===== config.mk =====
export PLATFORM = sky130hd
export DESIGN_NAME = ifetch_prefetch_unit_flat
export DESIGN_NICKNAME = d
export VERILOG_FILES = /design/src/rtl/ifetch_prefetch_unit_pkg.sv /design/src/rtl/ifetch_prefetch_unit_if.sv /design/src/rtl/ifetch_prefetch_unit_queue.sv /design/src/rtl/ifetch_prefetch_unit.sv /design/src/flat_wrapper.sv
export SDC_FILE = /design/constraint.sdc
export NUM_CORES = 1
export LEC_CHECK = 0
export CAP_MARGIN = 15
export CORE_AREA = 2 2 168 170
export DETAILED_ROUTE_END_ITERATION = 10
export DIE_AREA = 0 0 170 172
export PLACE_DENSITY = 0.88
export SLEW_MARGIN = 20
export SYNTH_ARGS = -nofsm -noshare
export SYNTH_HDL_FRONTEND = slang
export SYNTH_SLANG_ARGS = --single-unit

===== constraint.sdc =====
create_clock -name clock -period 27.6 [get_ports clock]
set_clock_uncertainty 0.2 [all_clocks]
set_input_delay 8.28 -clock clock [delete_from_list [all_inputs] [get_ports clock]]
set_output_delay 8.28 -clock clock [all_outputs]
set_load 0.02 [all_outputs]

===== src/rtl/ifetch_prefetch_unit_pkg.sv =====
// Shared constants for the instruction fetch stage.
// Package ifetch_pkg: instruction width, NOP encoding, FSM state encoding,
// PC increment and a saturating 32-bit add used by the optional perf counters.
package ifetch_pkg;
  localparam int          INSTR_W  = 32;
  localparam logic [31:0] NOP_WORD = 32'h0000_0000;
  localparam logic [0:0]  ST_IDLE  = 1'b0;
  localparam logic [0:0]  ST_RUN   = 1'b1;
  localparam int          PC_INC   = 4;

  function automatic logic [31:0] sat_add32(input logic [31:0] a, input logic [31:0] b);
    logic [32:0] s;
    s = {1'b0, a} + {1'b0, b};
    return s[32] ? 32'hFFFF_FFFF : s[31:0];
  endfunction
endpackage


===== src/rtl/ifetch_prefetch_unit_if.sv =====
// Fetch-stage bus bundle: ROM read port, redirect input and decode handshake.
//   master : fetch unit side (drives imem_en/imem_addr and inst_*)
//   slave  : environment side (ROM, execute, decode)
interface ifetch_prefetch_unit_if #(
  parameter int ADDR_W  = 32,
  parameter int IMEM_AW = 14
);
  logic               imem_en;
  logic [IMEM_AW-1:0] imem_addr;
  logic [31:0]        imem_rdata;
  logic               redirect_valid;
  logic [ADDR_W-1:0]  redirect_pc;
  logic               inst_valid;
  logic               inst_ready;
  logic [31:0]        inst_data;
  logic [ADDR_W-1:0]  inst_pc;
  logic [ADDR_W-1:0]  inst_pc_plus4;

  modport master (
    output imem_en, imem_addr, inst_valid, inst_data, inst_pc, inst_pc_plus4,
    input  imem_rdata, redirect_valid, redirect_pc, inst_ready
  );
  modport slave (
    input  imem_en, imem_addr, inst_valid, inst_data, inst_pc, inst_pc_plus4,
    output imem_rdata, redirect_valid, redirect_pc, inst_ready
  );
endinterface


===== src/rtl/ifetch_prefetch_unit_queue.sv =====
// ifetch_queue: DEPTH x W synchronous FIFO, async active-high reset.
// Ports: clock, reset, push/pop/flush, wdata in; count, empty, head out.
// flush wins over push/pop. head is the combinational read of the oldest entry.
module ifetch_queue #(
  parameter int DEPTH = 4,
  parameter int W     = 64
) (
  input  logic                   clock,
  input  logic                   reset,
  input  logic                   push,
  input  logic                   pop,
  input  logic                   flush,
  input  logic [W-1:0]           wdata,
  output logic [$clog2(DEPTH):0] count,
  output logic                   empty,
  output logic [W-1:0]           head
);
  localparam int PW = $clog2(DEPTH);
  localparam int CW = PW + 1;

  logic [DEPTH-1:0][W-1:0] mem;
  logic [PW-1:0]           wr_ptr, rd_ptr;

  assign empty = (count == '0);
  assign head  = mem[rd_ptr];

  always_ff @(posedge clock or posedge reset) begin
    if (reset) begin
      mem    <= '0;
      wr_ptr <= '0;
      rd_ptr <= '0;
      count  <= '0;
    end else if (flush) begin
      wr_ptr <= '0;
      rd_ptr <= '0;
      count  <= '0;
    end else begin
      if (push) begin
        mem[wr_ptr] <= wdata;
        wr_ptr      <= wr_ptr + 1'b1;
      end
      if (pop) rd_ptr <= rd_ptr + 1'b1;
      count <= count + CW'(push) - CW'(pop);
    end
  end

  // Credit-based issue guarantees a push never meets a full queue.
  always_ff @(posedge clock) begin
    if (!reset && !flush)
      assert (!(push && !pop && count == CW'(DEPTH)))
        else $error("ifetch_queue overflow");
  end
endmodule


===== src/rtl/ifetch_prefetch_unit.sv =====
// ifetch_prefetch_unit: PC generation, 1-cycle-latency ROM reads and a
// DEPTH-entry prefetch queue feeding decode over valid/ready.
// Ports: clock, reset (async, active-high), enter (start strobe),
//   bus (ifetch_prefetch_unit_if.master): imem_*, redirect_*, inst_*.
// Optional: define IFETCH_PERF_CNT_EN to add perf_fetched / perf_flushed.
module ifetch_prefetch_unit
  import ifetch_pkg::*;
#(
  parameter int              ADDR_W   = 32,
  parameter int              IMEM_AW  = 14,
  parameter int              DEPTH    = 4,
  parameter logic [ADDR_W-1:0] RESET_PC = '0
) (
  input  logic clock,
  input  logic reset,
  input  logic enter,
  ifetch_prefetch_unit_if.master bus
`ifdef IFETCH_PERF_CNT_EN
  ,
  output logic [31:0] perf_fetched,
  output logic [31:0] perf_flushed
`endif
);
  localparam int CW = $clog2(DEPTH) + 1;
  localparam int QW = INSTR_W + ADDR_W;

  logic [0:0]        state;
  logic [ADDR_W-1:0] fetch_pc, req_pc;
  logic              inflight, epoch, req_epoch;
  logic [CW-1:0]     q_count;
  logic              q_empty;
  logic [QW-1:0]     q_head;
  logic [CW:0]       credit;
  logic              issue, flush, resp_ok, push, pop;

  // Slots already committed: queued entries plus the word on its way back.
  assign credit  = {1'b0, q_count} + (CW+1)'(inflight);
  assign issue   = (state == ST_RUN) && !bus.redirect_valid && (credit < (CW+1)'(DEPTH));
  assign flush   = (state == ST_RUN) && bus.redirect_valid;
  // A response belongs to the current stream only if no redirect came in between.
  assign resp_ok = inflight && (req_epoch == epoch);
  assign push    = resp_ok && !flush;
  assign pop     = bus.inst_valid && bus.inst_ready && !flush;

  assign bus.imem_en       = issue;
  assign bus.imem_addr     = fetch_pc[IMEM_AW+1:2];
  assign bus.inst_valid    = !q_empty;
  assign bus.inst_data     = q_head[QW-1 -: INSTR_W];
  assign bus.inst_pc       = q_head[ADDR_W-1:0];
  // Forced to zero while reset is held so every decode-side output reads 0.
  assign bus.inst_pc_plus4 = reset ? '0 : q_head[ADDR_W-1:0] + ADDR_W'(PC_INC);

  always_ff @(posedge clock or posedge reset) begin
    if (reset) begin
      state     <= ST_IDLE;
      fetch_pc  <= RESET_PC;
      req_pc    <= '0;
      inflight  <= 1'b0;
      epoch     <= 1'b0;
      req_epoch <= 1'b0;
    end else begin
      if (state == ST_IDLE && enter) state <= ST_RUN;
      inflight <= issue;
      if (issue) begin
        req_pc    <= fetch_pc;
        req_epoch <= epoch;
      end
      if (bus.redirect_valid) fetch_pc <= bus.redirect_pc & ~ADDR_W'(3);
      else if (issue)         fetch_pc <= fetch_pc + ADDR_W'(PC_INC);
      if (flush) epoch <= ~epoch;
    end
  end

  ifetch_queue #(.DEPTH(DEPTH), .W(QW)) u_queue (
    .clock (clock),
    .reset (reset),
    .push  (push),
    .pop   (pop),
    .flush (flush),
    .wdata ({bus.imem_rdata, req_pc}),
    .count (q_count),
    .empty (q_empty),
    .head  (q_head)
  );

`ifdef IFETCH_PERF_CNT_EN
  always_ff @(posedge clock or posedge reset) begin
    if (reset) begin
      perf_fetched <= '0;
      perf_flushed <= '0;
    end else begin
      if (pop)   perf_fetched <= sat_add32(perf_fetched, 32'd1);
      if (flush) perf_flushed <= sat_add32(perf_flushed, 32'(q_count) + 32'(resp_ok));
    end
  end
`endif
endmodule

===== src/flat_wrapper.sv =====
// flat-port wrapper written by rule: the top's interface ports become plain ports
module ifetch_prefetch_unit_flat import ifetch_pkg::*;
#(
  parameter int              ADDR_W   = 32,
  parameter int              IMEM_AW  = 14,
  parameter int              DEPTH    = 4,
  parameter logic [ADDR_W-1:0] RESET_PC = '0
)
  (clock, reset, enter, bus_imem_en, bus_imem_addr, bus_inst_valid, bus_inst_data, bus_inst_pc, bus_inst_pc_plus4, bus_imem_rdata, bus_redirect_valid, bus_redirect_pc, bus_inst_ready);
  ifetch_prefetch_unit_if #(.ADDR_W(ADDR_W), .IMEM_AW(IMEM_AW)) bus_i ();
  input  logic clock;
  input  logic reset;
  input  logic enter;
  output wire logic [$bits(bus_i.imem_en)-1:0] bus_imem_en;
  output wire logic [$bits(bus_i.imem_addr)-1:0] bus_imem_addr;
  output wire logic [$bits(bus_i.inst_valid)-1:0] bus_inst_valid;
  output wire logic [$bits(bus_i.inst_data)-1:0] bus_inst_data;
  output wire logic [$bits(bus_i.inst_pc)-1:0] bus_inst_pc;
  output wire logic [$bits(bus_i.inst_pc_plus4)-1:0] bus_inst_pc_plus4;
  input wire logic [$bits(bus_i.imem_rdata)-1:0] bus_imem_rdata;
  input wire logic [$bits(bus_i.redirect_valid)-1:0] bus_redirect_valid;
  input wire logic [$bits(bus_i.redirect_pc)-1:0] bus_redirect_pc;
  input wire logic [$bits(bus_i.inst_ready)-1:0] bus_inst_ready;
  assign bus_imem_en = bus_i.imem_en;
  assign bus_imem_addr = bus_i.imem_addr;
  assign bus_inst_valid = bus_i.inst_valid;
  assign bus_inst_data = bus_i.inst_data;
  assign bus_inst_pc = bus_i.inst_pc;
  assign bus_inst_pc_plus4 = bus_i.inst_pc_plus4;
  assign bus_i.imem_rdata = bus_imem_rdata;
  assign bus_i.redirect_valid = bus_redirect_valid;
  assign bus_i.redirect_pc = bus_redirect_pc;
  assign bus_i.inst_ready = bus_inst_ready;
  ifetch_prefetch_unit #(.ADDR_W(ADDR_W), .IMEM_AW(IMEM_AW), .DEPTH(DEPTH), .RESET_PC(RESET_PC)) u_core (.clock(clock), .reset(reset), .enter(enter), .bus(bus_i));
endmodule

==> summary.txt <==
Status
  • Status: finished clean

Routing
  • DR pass1 iterations: 5
  • Via count: 9,617
  • Drt wl/cell: 21.1 microns
  • Routed Antenna Nets: 0
  • Drt initial violations: 638
  • DR vias/cell: 6.03
  • DRC errors left: 0
  • Final WL: 33.7 mm

Cells and area
  • Most frequent cells in the layout: dfrtp_1, mux2_2, clkdlybuf4s50_1
  • Ant diodes: 0
  • Layout fillers: 1,926
  • Non-filler cells, final: 1,594
  • Final nets: 1,303
  • Synth-to-layout area growth: 19.6%
  • Share of cells above drive strength 1: 32.0%
  • Commonest non-fill, non-tap cell in the layout: dfrtp_1

Critical path
  • CP cell instances: clkdlybuf4s50_1 > inv_1 > nand3_2 > inv_1 > clkdlybuf4s50_1
  • Flop2flop setup slack: 24.21 ns
  • Setup crit start kind: input port
  • WP data required: 19.12 ns
  • Critical path's top delay family: buffers and inverters
  • Worst Setup Path Type: in -> out
  • Worst-path maximum fanout: 43
  • CP peak stage delay: 1.00 ns
  • Slowest cell on the critical path: inv_1
  • R2R Path Start: u_core.state
  • Crit path capture type: output port
  • Buf/Inv on CP: 4
  • Worst Setup SP: bus_redirect_valid
  • Critical path arrival: 12.04 ns

Placed design
  • Port bufs: 174
  • Final GP Congestion: 0.805
  • Placed Cells: 1,534
  • Hpwl dp: 21.4 mm

Global route
  • First-pass GRT wire length: 54.0 mm
  • Overflow left after global routing: 0
  • Met3 Usage GRT: 3.98%
  • Largest net degree at the start of global routing: 177
  • GR Util All Layers: 23.6%
  • Initial antenna violation count: 0
  • Met1 usage: 30.2%
  • GRT met2 Usage: 40.4%
  • Vias in the first global route: 10.2k
  • GR peak layer: met2

Logic synthesis
  • Mean Syn Cell Area: 13.9 sq um
  • Post-Synth Simple-Gate Area: 7.24%
  • Most used flip-flop cell after synthesis: dfrtp_1
  • Post-Synth XOR/XNOR Area: 1.51%
  • Yosys cell types: 51
  • Post-synth EDFFs: 0
  • Ys Warns: 0
  • Cells after Synth: 1,086
  • Synth async-reset ratio: 100%
  • Adder-cell share of the synthesized area: 0.878%
  • Synth Area in Compound Gates: 3.67%
  • Seq/Total Area, Yosys: 52.8%
  • Flops & latches, synth: 319
  • Largest family of logic cells by synthesized area: multiplexers
  • Synth Cell Area: 15,100 sq um
  • Mux cell area share after synthesis: 30.1%

STA
  • Worst Tran Pin Value: 1.08 ns
  • Period utilization: 74.3%
  • Time the worst path needs with I/O delays and setup: 20.52 ns
  • TNS Setup: 0 ns
  • Setup violators final: 0
  • RSZ-0062 raised after global routing: false
  • Slew Limit Headroom: 28.0%
  • Pins Over Slew Limit: 0
  • Hold Fails Final Rpt: 0
  • Max frequency: 0.0487 GHz

Power and ir drop
  • Sequential power share: 36.5%
  • Comb power frac: 39.8%
  • Net Sw Frac: 33.5%
  • Net Switching: 0.000658 W
  • Clock share of power: 23.7%
  • Leakage power: 7.90 nW
  • Internal power: 0.00131 W
  • Pwr Total: 0.00196 W
  • PwrDens: 109 nW/um^2
  • Max rail drop VDD: 0.0000464 V

Floorplanning
  • Cell row count: 61
  • IO Pins: 181
  • Die Area: 29,200 sq um
  • Core Region: 27,500 sq um
  • Die H: 172 microns
  • Die width: 170 microns
  • Initial Utilization: 55.0%

Run
  • Max_cap viols: 0

Clock network
  • H-tree levels: 2
  • Hold_buf cts: 0
  • Setup Buffers After CTS: 0
  • Register clock-pin slew on the reported worst setup and hold paths: 0.06 ns
  • Total clock sinks: 319
  • Clk_lat worst skew: 0.50 ns
  • CTS tree: yes
  • Maximum clock path buffer count: 3
  • CTS Buf Count: 34
  • CTS root buf: clkbuf_16
  • Post-CTS resize count: 0

Worst hold path
  • HP Start: u_core.u_queue.mem[181]
  • Hold Crit Class: reg -> reg
[layer usage]
| metal | share of wire, % | wire length [microns] |
|---|---|---|
| met1 | 42 | 14000 |
| met2 | 50 | 16700 |
| met3 | 5.5 | 1870 |
| met4 | 3.4 | 1140 |
| met5 | 0 | 0 |
[cells in the mapped netlist (20+ instances only)]
cell	count	area [sq um]
nor2_1	42	158
nand3_1	25	125
or4_1	20	150
nand2_1	48	180
o31ai_1	20	150
clkbuf_1	44	165
mux2_2	272	3060
dfrtp_1	319	7980
mux4_2	44	991
o21ai_0	30	150
xor2_1	20	175
a31oi_1	20	125
[logic make-up (layout without fill, tap and decap cells)]
family | Yosys count | count (layout)
compound gates | 91 | 91
xor+xnor | 26 | 26
fa+ha+maj | 10 | 10
buf+inv | 102 | 261
flops | 319 | 319
mux | 336 | 336
other cells | 1 | 4
simple gates | 201 | 201
[registers in the layout, indices dropped and copies added, names as in the netlist]
register and count:
u_core.u_queue.rd_ptr 2, u_core.fetch_pc 30, u_core.req_pc 30, u_core.u_queue.wr_ptr 2, u_core.inflight 1, u_core.epoch 1
u_core.state 1, u_core.u_queue.count 3, u_core.u_queue.mem 248, u_core.req_epoch 1
[power by group through the flow]
stage	sequential [W]	clock [W]	combinational, W
floorplan	0.000672	0	0.000528
detailed placement	0.000721	0	0.000782
global placement	0.000705	0	0.000763
global route	0.000734	0.000496	0.000832
finish	0.000717	0.000465	0.000782
CTS	0.000715	0.000474	0.000787
[through the flow]
stage	area (sq um)	hold WS [ns]	utilization (%)	setup slack, ns
floorplan	15100	0.270	-	2.63
global placement	16900	0.279	61.5	7.19
detailed placement	16900	0.286	61.5	7.08
CTS	18100	0.300	65.7	7.07
global route	18100	0.306	65.8	6.70
finish	18100	0.300	65.8	7.08
[cell type report]
cell class,instances,area [sq um],area share [%]
multi-input cells,668,6580,36.4
clock inverters,4,45.0,0.249
inverters,18,80.1,0.443
clock buffers,56,1120,6.18
flip-flops and latches,319,7990,44.2
well taps,346,433,2.40
repair buffers,183,1820,10.1
[worst paths after layout]
kind,end,cells past startpoint
max,bus_imem_en,5
min,u_core.u_queue.mem[181],1
max reg2reg,u_core.u_queue.mem[113],5
min reg2reg,u_core.u_queue.mem[181],1
max in group asynchronous,u_core.fetch_pc[20],4
min in group asynchronous,u_core.u_queue.mem[47],3
Note: power is estimated with default switching activity, not from simulation.
